===== src/rtl/mem_port_arbiter.sv =====
`timescale 1ns/1ps
`default_nettype none
// ============================================================================
// mem_port_arbiter : round-robin share of one memory port between fetch and
//                    data, one transaction in flight, watchdog error response
// Revision 1.0 : initial release
// ============================================================================
module mem_port_arbiter #(
  parameter int TIMEOUT = 256,
  parameter int CNT_W   = 9
) (
  input  logic        i_clk,
  input  logic        i_rst,
  input  logic        i_if_req,
  input  logic [31:0] i_if_addr,
  output logic        o_if_ready,
  output logic        o_if_valid,
  output logic [31:0] o_if_rdata,
  output logic        o_if_err,
  input  logic        i_d_req,
  input  logic [31:0] i_d_addr,
  input  logic        i_d_wen,
  input  logic [31:0] i_d_wdata,
  input  logic [3:0]  i_d_mask,
  output logic        o_d_ready,
  output logic        o_d_valid,
  output logic [31:0] o_d_rdata,
  output logic        o_d_err,
  output logic        o_mem_req,
  output logic [31:0] o_mem_addr,
  output logic        o_mem_wen,
  output logic [31:0] o_mem_wdata,
  output logic [3:0]  o_mem_mask,
  input  logic        i_mem_ready,
  input  logic        i_mem_valid,
  input  logic [31:0] i_mem_rdata
);

  typedef enum logic [1:0] {
    ST_IDLE  = 2'd0,
    ST_ISSUE = 2'd1,
    ST_WAIT  = 2'd2,
    ST_RESP  = 2'd3
  } state_t;

  localparam logic             c_WDOG_EN  = (TIMEOUT != 0);
  localparam logic [CNT_W-1:0] c_CNT_LAST = CNT_W'(TIMEOUT - 1);

  state_t            state_q, state_d;
  logic              last_d_q, last_d_d;    // 1: most recent grant went to data
  logic              owner_d_q, owner_d_d;  // 1: data side owns the transaction
  logic [31:0]       addr_q, addr_d;
  logic              wen_q, wen_d;
  logic [31:0]       wdata_q, wdata_d;
  logic [3:0]        mask_q, mask_d;
  logic [CNT_W-1:0]  cnt_q, cnt_d;
  logic              err_q, err_d;
  logic [31:0]       if_rdata_q, if_rdata_d;
  logic [31:0]       d_rdata_q, d_rdata_d;

  logic              grant_d;
  logic              grant_if;
  logic              timeout_hit;

  always_comb begin
    grant_d     = (state_q == ST_IDLE) && i_d_req && (!i_if_req || !last_d_q);
    grant_if    = (state_q == ST_IDLE) && i_if_req && !grant_d;
    // cnt_q counts completed ISSUE/WAIT cycles, so this is the TIMEOUT-th one
    timeout_hit = c_WDOG_EN && (cnt_q == c_CNT_LAST);
  end

  always_comb begin
    state_d    = state_q;
    last_d_d   = last_d_q;
    owner_d_d  = owner_d_q;
    addr_d     = addr_q;
    wen_d      = wen_q;
    wdata_d    = wdata_q;
    mask_d     = mask_q;
    cnt_d      = cnt_q;
    err_d      = err_q;
    if_rdata_d = if_rdata_q;
    d_rdata_d  = d_rdata_q;

    case (state_q)
      ST_IDLE: begin
        if (grant_d) begin
          addr_d    = i_d_addr;
          wen_d     = i_d_wen;
          wdata_d   = i_d_wdata;
          mask_d    = i_d_mask;
          owner_d_d = 1'b1;
          last_d_d  = 1'b1;
          cnt_d     = '0;
          state_d   = ST_ISSUE;
        end else if (grant_if) begin
          addr_d    = i_if_addr;
          wen_d     = 1'b0;
          wdata_d   = 32'd0;
          mask_d    = 4'b1111;
          owner_d_d = 1'b0;
          last_d_d  = 1'b0;
          cnt_d     = '0;
          state_d   = ST_ISSUE;
        end
      end

      ST_ISSUE: begin
        cnt_d = cnt_q + CNT_W'(1);
        if (timeout_hit) begin
          err_d   = 1'b1;
          state_d = ST_RESP;
          if (owner_d_q) d_rdata_d  = 32'd0;
          else           if_rdata_d = 32'd0;
        end else if (i_mem_ready) begin
          state_d = ST_WAIT;
        end
      end

      ST_WAIT: begin
        cnt_d = cnt_q + CNT_W'(1);
        if (i_mem_valid) begin
          err_d   = 1'b0;
          state_d = ST_RESP;
          if (owner_d_q) d_rdata_d  = wen_q ? 32'd0 : i_mem_rdata;
          else           if_rdata_d = i_mem_rdata;
        end else if (timeout_hit) begin
          err_d   = 1'b1;
          state_d = ST_RESP;
          if (owner_d_q) d_rdata_d  = 32'd0;
          else           if_rdata_d = 32'd0;
        end
      end

      ST_RESP: begin
        state_d = ST_IDLE;
      end

      default: begin
        state_d = ST_IDLE;
      end
    endcase
  end

  always_ff @(posedge i_clk) begin
    if (i_rst) begin
      state_q    <= ST_IDLE;
      last_d_q   <= 1'b0;
      owner_d_q  <= 1'b0;
      addr_q     <= 32'd0;
      wen_q      <= 1'b0;
      wdata_q    <= 32'd0;
      mask_q     <= 4'd0;
      cnt_q      <= '0;
      err_q      <= 1'b0;
      if_rdata_q <= 32'd0;
      d_rdata_q  <= 32'd0;
    end else begin
      state_q    <= state_d;
      last_d_q   <= last_d_d;
      owner_d_q  <= owner_d_d;
      addr_q     <= addr_d;
      wen_q      <= wen_d;
      wdata_q    <= wdata_d;
      mask_q     <= mask_d;
      cnt_q      <= cnt_d;
      err_q      <= err_d;
      if_rdata_q <= if_rdata_d;
      d_rdata_q  <= d_rdata_d;
    end
  end

  always_comb begin
    o_if_ready  = grant_if;
    o_d_ready   = grant_d;
    o_mem_req   = (state_q == ST_ISSUE);
    o_mem_addr  = addr_q;
    o_mem_wen   = wen_q;
    o_mem_wdata = wdata_q;
    o_mem_mask  = mask_q;
    o_if_valid  = (state_q == ST_RESP) && !owner_d_q;
    o_d_valid   = (state_q == ST_RESP) && owner_d_q;
    o_if_err    = o_if_valid && err_q;
    o_d_err     = o_d_valid && err_q;
    o_if_rdata  = if_rdata_q;
    o_d_rdata   = d_rdata_q;
  end

endmodule
`default_nettype wire

===== config.mk =====
export PLATFORM = sky130hd
export DESIGN_NAME = mem_port_arbiter
export DESIGN_NICKNAME = d
export VERILOG_FILES = /design/src/rtl/mem_port_arbiter.sv
export SDC_FILE = /design/constraint.sdc
export NUM_CORES = 1
export LEC_CHECK = 0
export ABC_AREA = 1
export CAP_MARGIN = 30
export CORE_UTILIZATION = 30
export CTS_CLUSTER_SIZE = 16
export DETAILED_ROUTE_END_ITERATION = 12
export GPL_TIMING_DRIVEN = 1
export HOLD_SLACK_MARGIN = 0.02
export MAX_ROUTING_LAYER = met4
export PLACE_DENSITY_LB_ADDON = 0.08
export SLEW_MARGIN = 10
export SYNTH_ARGS = -nofsm -noshare
export SYNTH_HDL_FRONTEND = slang
export SYNTH_SLANG_ARGS = --single-unit

===== constraint.sdc =====
create_clock -name i_clk -period 1.6 [get_ports i_clk]
set_input_delay 0.16 -clock i_clk [delete_from_list [all_inputs] [get_ports i_clk]]
set_output_delay 0.16 -clock i_clk [all_outputs]
set_load 0.05 [all_outputs]

==> metrics.txt, run 1 <==
crit path capture=o_d_rdata[5]; Tcrit/Tclk final=112%; Die Width=145 um; Final Power=approximately 0.019 W; Yosys reg bits=approximately 150; crit path buf inv count=3; Hold Vio Cnt, Final=0; initial DRC count=roughly 220; Worst-Skew Late Latency=between 0.4 and 0.5 ns; setup_tns=-9.86 ns; CTS max path bufs=2; num rows=52; Leak=roughly 5 nW; pwr dens=1720 nW/um^2; CP Capture Type=flop; drt drc=0; Seq/Total Area, Yosys=47.5%; CP max stage delay=approximately 0.35 ns; syn avg cell area=7.03 sq um; unrepaired setup endpoints after global routing=yes; Worst path top cell family by delay=simple AND/OR/NAND/NOR gates; RePlAce Congestion=0.775; VDD IR max=874 uV; total congestion overflow=0; FMAX=559 MHz; first-pass GRT wire length=roughly 33,000 um; Reg2Reg Setup Slack=-0.19 ns; initial antenna violation count=0; layout cells sized above 1=around a third; Warnings, synthesis=0; Core ar.=approximately 20,000 sq um; Tot GR Track Use=between 20% and 30%; Routed Antenna Nets=0; minimum clock period=between 1.5 and 2 ns; clock-pin slew on the worst setup and hold paths=about 0.060 ns; Syn Nets=between 1k and 1.5k; total CTS buffers=17; CTS root buffer=clkbuf_16; hpwl dp=roughly 14,000 um; Vias=between 6k and 7k; dpl ws=-0.221 ns; Pre-antenna DRT Iters=4; Area Overhead vs Synth=80.8%; CP max-delay cell=dfxtp_2; antenna cell count=0; nets=around 1.4k; clock sinks=approximately 150; Reg2Reg Depth=12; most common cell after layout, fill and taps aside=nand2_1; IO Count=between 200 and 300; crit-path most repeated cell=nand2_4; post-synth cell types=24; die area=21,100 sq um; Req. time, crit path=between 1.5 and 2 ns; Post-CTS Hold Fix Bufs=0; CP Data Arrival Time=2.07 ns; kind of start point of the critical path=flop; Rel. slew slack=between 60% and 70%; final setup vio count=67; H-tree level count=4; commonest cells after routing, fill and taps aside=260 x nand2_1, 179 x buf_4, 142 x dfxtp_1, 137 x clkdlybuf4s50_1, 86 x a21oi_1; CTS tree=built; r2r endpoint=o_d_rdata[5]; critical path class=flop to flop; Max Cap Violations=0; worst min path class=input port to flop; violated checks=negative setup slack; Levels on crit path=12; number of global-route vias before repair=between 6k and 7k; routed len/inst=between 10 and 15 um; Critical Path, Cell by Cell=ha_4 -> nand2_2 -> inv_2 -> nand2_4 -> nor4_4 -> ha_2 -> inv_2 -> nand2_4 -> nand2_8 -> clkbuf_16 -> nand2_4 -> a21oi_2; Die H=~150 um; outcome=complete, but fails checks; drt total wl=around 22,000 um; Synth Instances=875; largest net degree at the start of global routing=between 60 and 70; final setup skew=0.00973 ns; Max Slew Vio Count=0; worst-margin pin slew=a little under 0.5 ns; IO buf count=around 280; Via density=around 4.5; worst r2r src=cnt_q[0]; Cell Area, Synth=6150 sq um; fin util=a little under three fifths; peak fanout along the critical path=5; CP Launch Point=cnt_q[0]; Starting Density=between 30% and 40%; Final WS setup=-0.188 ns
==> worst min-delay path, cell delays in order <==
cell and delay [ns]:
buf_4 0.13, a21oi_4 0.04, buf_6 0.12, nand2_1 0.06, nor2_1 0.03
==> routing by layer <==
metal | global-route usage (%) | vias to the layer above | wire length [um]
li1 | - | 3384 | -
met1 | 24.1 | 3053 | 9700
met2 | 33.4 | 205 | 10700
met3 | 5.57 | 15 | 1400
met4 | 6.32 | 0 | 237
met5 | - | - | 0
==> Yosys cell counts <==
| cell type | number | area share, % |
|---|---|---|
| nor2_1 | 60 | 3.7 |
| a21oi_1 | 104 | 8.5 |
| dfxtp_1 | 146 | 47 |
| clkbuf_1 | 21 | 1.3 |
| nor4_1 | 1 | 0.10 |
| inv_2 | 3 | 0.18 |
| nor3_1 | 1 | 0.081 |
| or2_2 | 32 | 3.3 |
| nand3_2 | 1 | 0.16 |
| nand3b_1 | 3 | 0.37 |
| inv_1 | 85 | 5.2 |
| buf_6 | 3 | 0.55 |
| buf_4 | 7 | 0.85 |
| nor2_2 | 1 | 0.10 |
| o21ai_1 | 4 | 0.33 |
| ha_1 | 8 | 1.6 |
| a21oi_2 | 1 | 0.14 |
| nand2_1 | 294 | 18 |
| o21ai_0 | 3 | 0.24 |
| buf_2 | 21 | 1.7 |
| nand2_2 | 1 | 0.10 |
| a21boi_0 | 1 | 0.12 |
| nand3_1 | 73 | 5.9 |
| o21a_1 | 1 | 0.12 |
==> area by class of cell <==
cell class,count,area (sq um)
fill,1933,9040
tap,270,338
inverter,88,352
clock buffer,18,439
timing repair buffer,363,3610
clock inverter,13,151
multi-input combinational,590,3300
sequential,146,2930
==> worst min path at each step <==
stage | startpoint | endpoint | cells after the start | slack [ns]
2_1_floorplan | i_d_mask[0] | o_mem_mask[0] | 2 | 0.29
3_3_place_gp | o_if_rdata[29] | o_if_rdata[29] | 2 | 0.45
3_5_place_dp | o_if_rdata[12] | o_if_rdata[12] | 2 | 0.45
4_1_cts | i_rst | cnt_q[6] | 5 | 0.18
5_1_grt | i_rst | cnt_q[3] | 5 | 0.17
6_report | i_rst | cnt_q[6] | 5 | 0.17
==> cells by family (layout without fill, tap and decap cells) <==
group,Yosys count,after routing,synth area share [%]
fa+ha+maj,8,8,1.63
simple gates,467,468,31.7
compound gates,114,114,9.41
buf+inv,140,482,9.76
flops,146,146,47.5
==> per-stage QoR <==
| stage | area [sq um] | hold WS (ns) | cells |
|---|---|---|---|
| after floorplan | 6170 | 0.295 | 875 |
| after detailed placement | 9260 | 0.453 | 1424 |
| after global routing | 11100 | 0.170 | 1488 |
| final | 11100 | 0.168 | 1488 |
| after global placement | 9260 | 0.448 | 1424 |
| after CTS | 10200 | 0.175 | 1466 |
==> report_power, final <==
part | total (W) | switching [W] | leakage, nW | internal, W
Clock | 0.00402 | 0.00166 | 0.288 | 0.00236
Combinational | 0.0105 | 0.00597 | 3.51 | 0.00449
Sequential | 0.00471 | 0.000407 | 1.19 | 0.00430
Total | 0.0192 | 0.00804 | 4.99 | 0.0112
==> registers in the layout (all words and copies together), names as in the netlist <==
| register | flops |
|---|---|
| o_d_rdata | 32 |
| o_if_rdata | 32 |
| o_mem_addr | 32 |
| o_mem_wdata | 32 |
| cnt_q | 9 |
| o_mem_mask | 4 |
| state_q | 2 |
| err_q | 1 |
| o_mem_wen | 1 |
| owner_d_q | 1 |
==> repair_timing <==
action / CTS / global route
pin swaps: 10 / 25
buffers inserted: 8 / 8
setup endpoints to repair: 146 / 145
gates cloned: 3 / 14
gates resized for setup: 63 / 145
Note: power is estimated with default switching activity, not from simulation.
==> inputs of run 2 (changes only) <==
==> constraint.sdc (replaced) <==
create_clock -name i_clk -period 1.6 [get_ports i_clk]
set_input_delay 0.24 -clock i_clk [delete_from_list [all_inputs] [get_ports i_clk]]
set_output_delay 0.24 -clock i_clk [all_outputs]
set_load 0.05 [all_outputs]
==> run 2 against run 1 <==
  * The run still ends with negative setup slack left
  * Combinational power rose by 4%
  * Count of clock-buffer cells in the layout unchanged
  * Sequential power about the same
  * Non-clock buffer count grew 13
  * Critical endpoint is now o_if_ready
==> metrics.txt, run 2 (same netlist as run 1, synthesis figures left out) <==
minimum clock period=1.77 ns (-0.0136 ns); CTS tree=built; num rows=52 (unchanged); number of global-route vias before repair=6,187 (-4.6%); Tot GR Track Use=20.2% (-0.098 points); IO Count=279 (unchanged); most common cell after layout, fill and taps aside=nand2_1; Rel. slew slack=66.4% (-0.56 points); first-pass GRT wire length=32,500 um (-1.9%); commonest cells after routing, fill and taps aside=257 x nand2_1, 189 x buf_4, 141 x dfxtp_1, 137 x clkdlybuf4s50_1, 92 x a21oi_1; Post-CTS Hold Fix Bufs=0 (unchanged); final setup skew=0.0117 ns (+0.00196 ns); Pre-antenna DRT Iters=4 (unchanged); H-tree level count=4 (unchanged); Area Overhead vs Synth=81.6%; die area=21,100 sq um (unchanged); violated checks=negative setup slack; Max Cap Violations=0 (unchanged); FMAX=564 MHz (+0.77%); largest net degree at the start of global routing=97 (+43%); Starting Density=30.5% (unchanged); Hold WS=0.0933 ns (-0.0751 ns); Via density=4.42 (-1.2%); Die H=145 um (unchanged); dpl ws=-0.237 ns (-0.0156 ns); CTS max path bufs=2 (unchanged); clock-pin slew on the worst setup and hold paths=0.06 ns (about the same); outcome=complete, but fails checks; CTS root buffer=clkbuf_16; CP Data Arrival Time=1.53 ns (-0.54 ns); initial DRC count=242 (+8.0%); drt drc=0 (unchanged); drt total wl=22,200 um (+0.67%); Req. time, crit path=1.36 ns (-0.52 ns); CP Capture Type=output port; Hold Vio Cnt, Final=0 (unchanged); hpwl dp=14,000 um (-2.2%); Worst-Skew Late Latency=0.42 ns (about the same); Die Width=145 um (unchanged); Vias=6,631 (-0.39%); worst-margin pin slew=0.503 ns (+0.00841 ns); Final WS setup=-0.174 ns (+0.0136 ns); Max Slew Vio Count=0 (unchanged); initial antenna violation count=0 (unchanged); Final Power=0.0196 W (+2.3%); IO buf count=278 (unchanged); pwr dens=1760 nW/um^2 (+1.8%); antenna cell count=0 (unchanged); Routed Antenna Nets=0 (unchanged); total CTS buffers=17 (unchanged); layout cells sized above 1=35.6% (+2.1 points); clock sinks=146 (unchanged); worst min path class=input port to flop; critical path class=flop to output port; unrepaired setup endpoints after global routing=yes; final setup vio count=131 (+96%); kind of start point of the critical path=flop; total congestion overflow=0 (unchanged); RePlAce Congestion=0.747 (-3.6%); VDD IR max=844 uV (-3.5%); nets=1,365 (+0.89%); peak fanout along the critical path=4 (-1); Tcrit/Tclk final=111% (-0.85 points); Leak=5.08 nW (+1.8%); Fillers=1,956 (+1.2%); routed len/inst=14.8 um (-0.14%); Core ar.=20,200 sq um (unchanged)
==> run 2: power breakdown <==
part / switching (W) / internal [W]
combinational: 0.00617 / 0.00475
sequential: 0.000399 / 0.00431
clock: 0.00164 / 0.00236
==> run 2: worst paths after layout <==
check | slack, ns | endpoint | startpoint | cells past startpoint
setup / recovery | -0.17 | o_if_ready | state_q[0] | 7
hold / removal | 0.09 | owner_d_q | i_rst | 2
setup reg to reg | -0.14 | o_if_rdata[25] | cnt_q[0] | 12
hold reg to reg | 0.46 | o_mem_wdata[19] | o_mem_wdata[19] | 2
==> run 2: timing repair <==
action	in CTS	in global routing
buffers inserted	6	21
gates cloned	3	10
pin swaps	6	44
gates resized for setup	58	156
endpoints found under the setup margin	136	146
==> run 2: through the flow <==
stage          utilization (%)  instance area (sq um)  TNS, ns  cells
2_1_floorplan                -                   6240    -5.53    875
3_3_place_gp              46.4                   9350   -13.91   1429
3_5_place_dp              46.4                   9350   -15.63   1429
4_1_cts                   50.9                  10300    -7.89   1469
5_1_grt                   55.4                  11200   -23.17   1500
6_report                  55.4                  11200    -9.34   1500
==> run 2: area by class of cell <==
type                    count  area, sq um  area share [%]
flip-flops and latches    146         2930            26.2
well taps                 270          338            3.02
clock inverters            13          149            1.33
clock buffers              18          439            3.93
multi-input cells         589         3280            29.4
inverters                  88          355            3.18
repair buffers            376         3680            33.0
==> run 2: worst max-delay path, cell delays in order (launching register included) <==
cell	delay (ns)
dfxtp_2	0.36
inv_4	0.05
ha_4	0.17
nand3_4	0.07
clkinv_4	0.08
buf_6	0.12
nor2_4	0.11
buf_8	0.15
==> run 2: metal layers <==
metal | vias to the layer above | track usage, % | wire length (um)
met5 | - | - | 0
met4 | 0 | 4.63 | 223
met3 | 17 | 6.38 | 1630
met2 | 233 | 32.3 | 10800
met1 | 2976 | 24.8 | 9500
li1 | 3405 | - | -
==> inputs of run 3 (changes only) <==
--- a/config.mk
+++ b/config.mk
@@ -8,6 +8,8 @@
 export ABC_AREA = 1
 export CAP_MARGIN = 30
 export CORE_UTILIZATION = 30
+export CTS_BUF_LIST = sky130_fd_sc_hd__clkbuf_8
+export CTS_CLUSTER_DIAMETER = 50
 export CTS_CLUSTER_SIZE = 16
 export DETAILED_ROUTE_END_ITERATION = 12
 export GPL_TIMING_DRIVEN = 1
@@ -18,3 +20,4 @@
 export SYNTH_ARGS = -nofsm -noshare
 export SYNTH_HDL_FRONTEND = slang
 export SYNTH_SLANG_ARGS = --single-unit
+export TNS_END_PERCENT = 5
==> run 3 against run 2 <==
  * The run still ends with negative setup slack left
  * Global-route usage is 0.38 points lower
  * Total power is 15% lower
  * Wire length is 7.9% lower
  * Clock power is 16% lower
  * Worst setup slack better by 0.0031 ns
  * Core utilization is 4.1 points lower
  * Critical path type unchanged
  * Largest cell class unchanged
  * Highest routed layer unchanged
==> metrics.txt, run 3 (same netlist as run 1, synthesis figures left out) <==
outcome=complete, but fails checks; violated checks=negative setup slack; crit path buf inv count=4 (unchanged); Leak=4.71 nW (-7.4%); largest net degree at the start of global routing=47 (-52%); Die Width=145 um (unchanged); Tcrit/Tclk final=111% (-0.19 points); register area=2930 sq um (about the same); Max Slew Vio Count=0 (unchanged); initial antenna violation count=0 (unchanged); dpl ws=-0.254 ns (-0.0172 ns); unrepaired setup endpoints after global routing=yes; Rel. slew slack=63.8% (-2.7 points); commonest cells after routing, fill and taps aside=250 x nand2_1, 183 x buf_4, 142 x dfxtp_1, 137 x clkdlybuf4s50_1, 84 x a21oi_1; Core ar.=20,200 sq um (unchanged); Seq pwr share=28.1% (+4.1 points); drt total wl=20,400 um (-7.9%); IO buf count=278 (unchanged); RePlAce Congestion=0.769 (+2.9%); Pre-antenna DRT Iters=4 (unchanged); CP max stage delay=0.37 ns (about the same); Worst-Skew Late Latency=0.46 ns (+0.04 ns); routed len/inst=13.8 um (-6.5%); die area=21,100 sq um (unchanged); peak fanout along the critical path=3 (-1); Logic pwr share=51.6% (-4.0 points); H-tree level count=4 (unchanged); CP Capture Type=output port; Starting Density=30.5% (unchanged); VDD IR max=802 uV (-5.0%); Area Overhead vs Synth=68.3%; most common cell after layout, fill and taps aside=nand2_1; CTS tree=built; CTS max path bufs=2 (unchanged); final setup skew=0.0148 ns (+0.00309 ns); pwr dens=1600 nW/um^2 (-8.6%); CP max-delay cell=dfxtp_2; area of the multi-input gates=2980 sq um (-9.2%); Die H=145 um (unchanged); CTS root buffer=clkbuf_8; Hold Vio Cnt, Final=0 (unchanged); layout cells sized above 1=30.7% (-4.9 points); setup_tns=-8.58 ns (+0.760 ns); clock-pin slew on the worst setup and hold paths=0.09 ns (+0.03 ns); FMAX=565 MHz (+0.17%); Max Cap Violations=0 (unchanged); clock sinks=146 (unchanged); Fillers=2,043 (+4.4%); sw frac=43.8% (+2.0 points); Tot GR Track Use=19.9% (-0.38 points); nets=1,341 (-1.8%); Vias=6,500 (-2.0%); total CTS buffers=17 (unchanged); kind of start point of the critical path=flop; Via density=4.40 (-0.45%); initial DRC count=198 (-18%); minimum clock period=1.77 ns (-0.00309 ns); clock network fraction of design power=20.3% (about the same); first-pass GRT wire length=32,400 um (-0.26%); antenna cell count=0 (unchanged); Req. time, crit path=1.36 ns (about the same); final setup vio count=118 (-9.9%); CP Data Arrival Time=1.53 ns (about the same); worst min path class=input port to flop; Final WS setup=-0.171 ns (+0.00309 ns); P_int=0.00933 W (-18%); Routed Antenna Nets=0 (unchanged); Critical Path, Cell by Cell=inv_2 -> ha_4 -> nand3_4 -> inv_4 -> buf_6 -> nor2_4 -> buf_8; worst-margin pin slew=0.543 ns (+0.0398 ns); Post-CTS Hold Fix Bufs=0 (unchanged); hpwl dp=14,200 um (+1.4%); Worst path top cell family by delay=flip-flops; drt drc=0 (unchanged); Sw Pwr=0.00729 W (-11%); num rows=52 (unchanged); number of global-route vias before repair=6,309 (+2.0%); critical path class=flop to output port; IO Count=279 (unchanged); total congestion overflow=0 (unchanged)
-- run 3: worst min-delay path: stages --
cell and delay, ns:
buf_4 0.13, a21oi_2 0.04, buf_4 0.15, nand2_1 0.06, nor2_1 0.03
-- run 3: cell type report --
class	instances	share of cell area (%)
Timing Repair Buffer	352	32.0
Tap cell	270	3.26
Multi-Input combinational cell	589	28.8
Inverter	88	3.29
Sequential cell	146	28.3
Clock inverter	15	2.10
Clock buffer	17	2.26
-- run 3: metal layers --
| layer | wire length (um) | GRT usage [%] | vias to the layer above |
|---|---|---|---|
| li1 | - | - | 3362 |
| met1 | 9490 | 24.9 | 2916 |
| met2 | 9340 | 30.9 | 206 |
| met3 | 1350 | 5.85 | 16 |
| met4 | 225 | 5.42 | 0 |
| met5 | 0 | - | - |
-- run 3: final timing paths --
path	endpoint	start	slack (ns)	depth (start not counted)
min reg2reg	o_d_rdata[11]	o_d_rdata[11]	0.46	2
max reg2reg	o_d_rdata[9]	cnt_q[0]	-0.16	12
min	cnt_q[3]	i_rst	0.23	5
max	o_if_ready	state_q[1]	-0.17	7
-- run 3: power by group through the flow --
stage / Combinational [W] / Clock, W / Sequential [W]
final: 0.00858 / 0.00337 / 0.00467
after CTS: 0.00842 / 0.00346 / 0.00466
after floorplan: 0.00305 / 0 / 0.00679
after global placement: 0.00814 / 0 / 0.00471
after detailed placement: 0.00813 / 0 / 0.00469
after global routing: 0.00923 / 0.00361 / 0.00476
-- run 3: metrics by stage --
step / hold WS [ns] / utilization (%) / cells / area (sq um) / power, W
2_1_floorplan: 0.375 / - / 875 / 6170 / 0.00984
3_3_place_gp: 0.448 / 46.0 / 1426 / 9290 / 0.0128
3_5_place_dp: 0.452 / 46.0 / 1426 / 9290 / 0.0128
4_1_cts: 0.193 / 49.4 / 1466 / 9960 / 0.0165
5_1_grt: 0.208 / 51.3 / 1477 / 10400 / 0.0176
6_report: 0.229 / 51.3 / 1477 / 10400 / 0.0166
-- run 3: what timing repair did --
action                                 CTS  global route
buffers inserted                         8             6
setup endpoints to repair              147           152
cloned                                   0             5
pin swaps                               11             8
resized for setup                       46            72
endpoints found under the hold margin    0             0
